`config.mk`:
```
export PLATFORM = sky130hd
export DESIGN_NAME = fetch_ctrl
export DESIGN_NICKNAME = d
export VERILOG_FILES = /design/src/rtl/fetch_ctrl.sv
export SDC_FILE = /design/constraint.sdc
export NUM_CORES = 1
export LEC_CHECK = 0
export ABC_AREA = 0
export ABC_CLOCK_PERIOD_IN_PS = 1800
export BUFFER_PORTS_ARGS = -buffer_cell sky130_fd_sc_hd__buf_2
export CELL_PAD_IN_SITES_DETAIL_PLACEMENT = 1
export CELL_PAD_IN_SITES_GLOBAL_PLACEMENT = 1
export CORE_MARGIN = 2
export CORE_UTILIZATION = 30
export CTS_BUF_LIST = sky130_fd_sc_hd__clkbuf_16
export CTS_CLUSTER_SIZE = 14
export DETAILED_ROUTE_END_ITERATION = 12
export PLACE_DENSITY_LB_ADDON = 0.1
export SYNTH_ARGS = -nofsm -noshare
export SYNTH_HDL_FRONTEND = slang
export SYNTH_SLANG_ARGS = --single-unit
```
`constraint.sdc`:
```
create_clock -name clk -period 1.8 [get_ports clk]
set_clock_uncertainty 0.2 [all_clocks]
set_input_delay 0.36 -clock clk [delete_from_list [all_inputs] [get_ports clk]]
set_output_delay 0.36 -clock clk [all_outputs]
set_load 0.02 [all_outputs]
```
`src/rtl/fetch_ctrl.sv`:
```
// Instruction-fetch sequencer: latches the PC, runs a req/ready memory read and
// hands the word to decode over valid/ready. Optional REQ timeout: FETCH_TIMEOUT_EN.
module fetch_ctrl #(
    parameter int unsigned       ADDR_W   = 32,
    parameter int unsigned       DATA_W   = 32,
    parameter logic [DATA_W-1:0] NOP_WORD = '0,
    parameter int unsigned       TIMEOUT  = 16
) (
    input  logic              clk,
    input  logic              reset,
    input  logic [ADDR_W-1:0] pc_in,
    output logic              pc_en,
    input  logic              flush,
    output logic              mem_req,
    output logic [ADDR_W-1:0] mem_addr,
    input  logic              mem_ready,
    input  logic [DATA_W-1:0] mem_rdata,
    output logic [DATA_W-1:0] instr,
    output logic [ADDR_W-1:0] instr_pc,
    output logic              instr_valid,
    input  logic              instr_ready,
    output logic              fetch_misalign,
    output logic              fetch_err
);

    typedef enum logic [1:0] {
        S_IDLE  = 2'd0,
        S_REQ   = 2'd1,
        S_VALID = 2'd2
    } state_t;

    state_t            state, state_d;
    logic [ADDR_W-1:0] mem_addr_d;
    logic [DATA_W-1:0] instr_d;
    logic [ADDR_W-1:0] instr_pc_d;
    logic              instr_valid_d;
    logic              fetch_misalign_d;

`ifdef FETCH_TIMEOUT_EN
    localparam int unsigned CNT_W = (TIMEOUT > 2) ? $clog2(TIMEOUT) : 1;
    localparam logic [CNT_W-1:0] CNT_LAST = CNT_W'(TIMEOUT - 1);

    logic [CNT_W-1:0] cnt, cnt_d;
    logic             fetch_err_q, fetch_err_d;
`endif

    // Handshake outputs are decoded from state so they change exactly at the edge.
    assign mem_req = (state == S_REQ);
    assign pc_en   = ((state == S_VALID) && instr_ready) || flush;

    always_comb begin
        state_d          = state;
        mem_addr_d       = mem_addr;
        instr_d          = instr;
        instr_pc_d       = instr_pc;
        instr_valid_d    = instr_valid;
        fetch_misalign_d = fetch_misalign;
`ifdef FETCH_TIMEOUT_EN
        cnt_d            = cnt;
        fetch_err_d      = fetch_err_q;
`endif

        if (flush) begin
            // Redirect beats everything, including a coincident mem_ready.
            state_d          = S_IDLE;
            instr_valid_d    = 1'b0;
            fetch_misalign_d = 1'b0;
`ifdef FETCH_TIMEOUT_EN
            fetch_err_d      = 1'b0;
`endif
        end else begin
            unique case (state)
                S_IDLE: begin
                    mem_addr_d = pc_in;
                    instr_pc_d = pc_in;
                    if (pc_in[1:0] == 2'b00) begin
                        state_d = S_REQ;
`ifdef FETCH_TIMEOUT_EN
                        cnt_d   = '0;
`endif
                    end else begin
                        state_d          = S_VALID;
                        instr_d          = NOP_WORD;
                        instr_valid_d    = 1'b1;
                        fetch_misalign_d = 1'b1;
                    end
                end
                S_REQ: begin
                    if (mem_ready) begin
                        state_d       = S_VALID;
                        instr_d       = mem_rdata;
                        instr_valid_d = 1'b1;
                    end
`ifdef FETCH_TIMEOUT_EN
                    else if (cnt == CNT_LAST) begin
                        state_d       = S_VALID;
                        instr_d       = NOP_WORD;
                        instr_valid_d = 1'b1;
                        fetch_err_d   = 1'b1;
                    end else begin
                        cnt_d = cnt + 1'b1;
                    end
`endif
                end
                S_VALID: begin
                    if (instr_ready) begin
                        state_d          = S_IDLE;
                        instr_valid_d    = 1'b0;
                        fetch_misalign_d = 1'b0;
`ifdef FETCH_TIMEOUT_EN
                        fetch_err_d      = 1'b0;
`endif
                    end
                end
                default: begin
                    state_d       = S_IDLE;
                    instr_valid_d = 1'b0;
                end
            endcase
        end
    end

    always_ff @(posedge clk) begin
        if (reset) begin
            state          <= S_IDLE;
            mem_addr       <= '0;
            instr          <= NOP_WORD;
            instr_pc       <= '0;
            instr_valid    <= 1'b0;
            fetch_misalign <= 1'b0;
        end else begin
            state          <= state_d;
            mem_addr       <= mem_addr_d;
            instr          <= instr_d;
            instr_pc       <= instr_pc_d;
            instr_valid    <= instr_valid_d;
            fetch_misalign <= fetch_misalign_d;
        end
    end

`ifdef FETCH_TIMEOUT_EN
    always_ff @(posedge clk) begin
        if (reset) begin
            cnt         <= '0;
            fetch_err_q <= 1'b0;
        end else begin
            cnt         <= cnt_d;
            fetch_err_q <= fetch_err_d;
        end
    end

    assign fetch_err = fetch_err_q;
`else
    assign fetch_err = 1'b0;
`endif

endmodule
```
==> results.toml, run 1 <==
[flow_run]
cap_violations = 0

[floorplanning]
coreArea_um2 = 9330
die_y_um = 102
initial_core_util_pct = 31.2
std_cell_rows = 35
ios = 170
die_w_um = 102
dieArea_um2 = 10500

[timing]
rsz0062_at_grt = "false"
report.final.slew_viol_count = 0
setup_viol = 0
max_freq_ghz = 0.574
finalCriticalPeriod_ps = 1740
fin_tns_setup_ps = 0
finalCritPeriodShare_pct = 96.7
hold_viol = 0

[clock_tree]
cts-root-buf = "clkbuf_16"
clkTransAtPathRegs_ps = 60
cts_buffers = 9
ctsHtreeMaxLevel = 3
clock_sinks = 68
clk_path_buf_depth = 2
cts_tree = "built"
clock_latency_ps = 320

[final_layout]
n_antenna_cell = 0
drive_gt1_share_pct = 41.3
fillers = 1182
area_growth_pct = 37.4
stdcell_area_um2 = 4000
nets = 543
final_common_cell = "buf_2"
layout_common_cells = "buf_2, nand2_1, dfxtp_1"

[worst_setup_path]
cp_top_family = "flip-flops"
cp_num_buf_inv = 3
rrSetupSlack_ps = 150
path_cells = "buf_6, inv_1, a31o_2, buf_2"
worst_path_largest_cell_delay_ps = 340
worstPathRequired_ps = 1240
cp_slowest_cell = "dfxtp_1"
cp-start-kind = "flop"
cp.arrival_ps = 1180
r2r_cells = 6
r2r-end = "instr[13]$_SDFFE_PP0P_"
cp-end-kind = "primary output"
crit_type = "reg -> out"
timing.rr.start = "state[0]$_SDFFE_PP0P_"
cp_max_fo = 3

[pwr]
power_mw = 3.96
peakVddDrop_v = 0.000365
power.density_nw_per_um2 = 990
p_leak_nw = 1.95

[grt]
grt_max_degree = 43
overflow = 0
grt_pass1_wl_mm = 12.0
track_usage_pct = 14.8
antenna_found_initial = 0
grt_pass1_vias = 2500

[logic_synthesis]
ys_seq_area_share_pct = 46.8
synth.distinct_cells = 21
ys_ff_latch = 68
syn-num-nets = 409
synth_area_um2 = 2910
syn_inst = 340
syn_area_per_cell_um2 = 8.55
synth-warning-count = 0

[min_path]
hold_path_depth = 3
min_from = "pc_in[14]"
min_to = "instr_pc[14]$_SDFFE_PP0P_"
worstHoldPathType = "in -> reg"

[route]
antenna_left = 0
drtPass1Iterations = 4
drc_errors = 0
routed-via-count = 2651
viasPerCell = 4.36
avgRoutedWirePerCell_um = 12.9
wl_mm = 7.83
drt_iter0_drc = 33

[place]
dp_hpwl_mm = 5.58
gp_congestion = 0.740
placement.io_buffers = 168
placed_area_um2 = 3680

[outcome]
status = "finished, final reports clean"
-- worst register-to-register path, stage by stage (launching register included) --
cell and delay [ps]:
dfxtp_1 310, buf_6 110, buf_4 150, nand2b_1 100, and3_2 220, buf_12 240
mux2i_1 240
-- metrics by stage --
stage	hold slack (ps)	setup WS, ps	std cells	utilization, %
after global routing	63.5	2.99	608	42.8
after floorplan	296	211	340	-
final	72.9	59.2	608	42.8
after global placement	250	97.3	591	39.4
after detailed placement	258	67.6	591	39.4
after CTS	61.2	19.4	608	42.8
-- how the worst max path moves through the flow --
stage / endpoint / cells after the start / start
final: pc_en / 4 / state[0]$_SDFFE_PP0P_
after global routing: pc_en / 4 / state[0]$_SDFFE_PP0P_
after CTS: pc_en / 2 / state[1]$_SDFFE_PP0P_
after detailed placement: instr[13]$_SDFFE_PP0P_ / 5 / pc_in[0]
after global placement: instr[15]$_SDFFE_PP0P_ / 5 / pc_in[0]
after floorplan: instr[0]$_SDFFE_PP0P_ / 5 / state[0]$_SDFFE_PP0P_
-- layout make-up --
class / count / area (µm²) / share of cell area [%]
timing repair buffer: 178 / 970 / 24.3
sequential: 68 / 1360 / 34.1
clock buffer: 9 / 225 / 5.64
multi-input combinational: 215 / 1190 / 29.7
tap: 129 / 161 / 4.04
clock inverter: 7 / 81.3 / 2.04
inverter: 2 / 7.51 / 0.188
-- cells by family after synthesis --
family                 count (synthesis)  synth area share, %
multiplexers                          32                 11.0
other                                  1                0.129
buffers and inverters                 57                 12.8
AO/OA/AOI/OAI                         39                 7.06
AND/OR/NAND/NOR                      143                 22.2
flip-flops                            68                 46.8
-- power by group --
group | switching (mW) | leakage (nW) | internal [mW] | total [mW]
clock network | 0.624 | 0.152 | 1.19 | 1.82
registers | 0.0388 | 0.554 | 1.56 | 1.60
logic | 0.318 | 1.24 | 0.221 | 0.539
-- per-layer routing --
layer	vias to the layer above	wire [µm]	track usage [%]
li1	1325	-	-
met1	1217	3320	17.9
met2	102	3710	23.6
met3	7	731	6.70
met4	0	67	4.31
met5	-	0	0
-- registers in the layout, summed over array words and instances (netlist names) --
register        count
fetch_misalign      1
instr              32
instr_pc           32
instr_valid         1
state               2
-- synthesized netlist by cell type (all sizes together) --
library cell	count	share of area, %
or3	3	0.65
and3	1	0.22
nor2	4	0.52
mux2i	32	11
dfxtp	68	47
conb	1	0.13
buf	40	11
a211oi	1	0.26
nor3b	1	0.43
inv	2	0.26
o21ai	1	0.17
or2	1	0.22
nor3	1	0.17
a31o	2	0.60
nand2b	33	7.1
clkbuf	15	1.9
nand2	98	13
a21oi	35	6.0
nand3b	1	0.26
-- repair_timing --
item | 4_1_cts | 5_1_grt
setup buffers | 1 | 0
resized for setup | 1 | 1
hold buffers | 0 | 0
setup endpoints to repair | 1 | 1
Note: power is estimated with default switching activity, not from simulation.
==> inputs of run 2 (changes only) <==
Settings changed: RECOVER_POWER set to 50.
==> results.toml, run 2 (synthesis results as in run 1) <==
[outcome]
status = "finished, final reports clean"

[timing]
finalCriticalPeriod_ps = 1740
setup_viol = 0
fin_tns_setup_ps = 0
hold_viol = 0
report.final.slew_viol_count = 0
max_freq_ghz = 0.574
finalCritPeriodShare_pct = 96.7
rsz0062_at_grt = "false"

[clock_tree]
clock_sinks = 68
clkTransAtPathRegs_ps = 60
cts_buffers = 9
cts_tree = "built"
clk_path_buf_depth = 2
clock_latency_ps = 320
cts-root-buf = "clkbuf_16"
ctsHtreeMaxLevel = 3

[pwr]
p_leak_nw = 1.62
power_mw = 3.94
power.density_nw_per_um2 = 1010
peakVddDrop_v = 0.000365

[worst_setup_path]
crit_end = "pc_en"
cp_max_fo = 3
worstPathRequired_ps = 1240
worstSetupStartpoint = "state[0]$_SDFFE_PP0P_"
cp.arrival_ps = 1180
cp-end-kind = "primary output"
r2r_cells = 6
cp-start-kind = "flop"
r2r-end = "instr[13]$_SDFFE_PP0P_"
crit_type = "reg -> out"
timing.rr.start = "state[0]$_SDFFE_PP0P_"
rrSetupSlack_ps = 150

[grt]
overflow = 0
grtUsageMet2_pct = 23.6
grt_pass1_vias = 2500
grt_max_degree = 43
top_usage_layer = "met2"
met3_usage_pct = 6.70
track_usage_pct = 14.8
use_met1_pct = 17.9
antenna_found_initial = 0
grt_pass1_wl_mm = 12.0

[final_layout]
nets = 543
n_antenna_cell = 0
reg_top3 = "instr: 32 flops, instr_pc: 32 flops, state: 2 flops"
drive_gt1_share_pct = 24.8
stdcell_area_um2 = 3900
final_common_cell = "nand2_1"
area_growth_pct = 34.0
layout_common_cells = "nand2_1, buf_2, clkbuf_1"

[floorplanning]
ios = 170
coreArea_um2 = 9330
std_cell_rows = 35
dieArea_um2 = 10500
die_y_um = 102
die_w_um = 102
initial_core_util_pct = 31.2

[place]
placed_area_um2 = 3680
gp_congestion = 0.740
placement.io_buffers = 168
dp_hpwl_mm = 5.58

[min_path]
worstHoldPathType = "in -> reg"
min_from = "pc_in[14]"

[route]
avgRoutedWirePerCell_um = 12.9
drt_iter0_drc = 28
viasPerCell = 4.37
wl_mm = 7.85
antenna_left = 0
drtPass1Iterations = 4
routed-via-count = 2658
drc_errors = 0

[flow_run]
cap_violations = 0
run 2: changes by cell type in the layout (fill, tap and decap cells not counted):
cell / change
clkbuf_1: +79
buf_4: -1
clkbuf_4: +1
buf_2: -79
run 2: routing by layer:
metal / vias to the layer above / wire length (µm) / share of wire (%)
li1: 1325 / - / -
met1: 1224 / 3370 / 43
met2: 102 / 3680 / 47
met3: 7 / 734 / 9.4
met4: 0 / 67 / 0.85
met5: - / 0 / 0
run 2: worst min-delay path by stage:
stage                     cells past startpoint                        end
after floorplan                               2   instr_pc[0]$_SDFFE_PP0P_
after global placement                        2   instr_pc[3]$_SDFFE_PP0P_
after detailed placement                      2  instr_pc[23]$_SDFFE_PP0P_
after CTS                                     3  instr_pc[20]$_SDFFE_PP0P_
after global routing                          3  instr_pc[20]$_SDFFE_PP0P_
final                                         3  instr_pc[14]$_SDFFE_PP0P_
run 2: metrics by stage:
stage / instances / utilization [%] / hold WS (ps) / setup slack [ps]
global route: 608 / 41.8 / 63.5 / 2.99
floorplan: 340 / - / 296 / 211
finish: 608 / 41.8 / 72.7 / 58.9
CTS: 608 / 42.8 / 61.2 / 19.4
global placement: 591 / 39.4 / 250 / 97.3
detailed placement: 591 / 39.4 / 258 / 67.6
run 2: report_power, final:
| part | switching, mW | total, mW | internal (mW) |
|---|---|---|---|
| sequential | 0.0407 | 1.60 | 1.56 |
| combinational | 0.319 | 0.521 | 0.202 |
| clock | 0.624 | 1.82 | 1.19 |
| total | 0.984 | 3.94 | 2.96 |
run 2: what timing repair did:
action / CTS / global route
cloned: 0 / 0
endpoints found under the setup margin: 1 / 1
hold buffers: 0 / 0
resized for setup: 1 / 1
setup buffers: 1 / 0
run 2: final cells by class:
type | instances | area (µm²)
fillers | 1210 | 5430
flip-flops and latches | 68 | 1360
repair buffers | 178 | 871
multi-input cells | 215 | 1190
inverters | 2 | 7.51
well taps | 129 | 161
clock inverters | 7 | 81.3
clock buffers | 9 | 225
run 2: critical path, stage by stage, from the launching register on:
cell and delay (ps):
dfxtp_1 340, buf_6 100, inv_1 50, a31o_2 220, buf_2 150
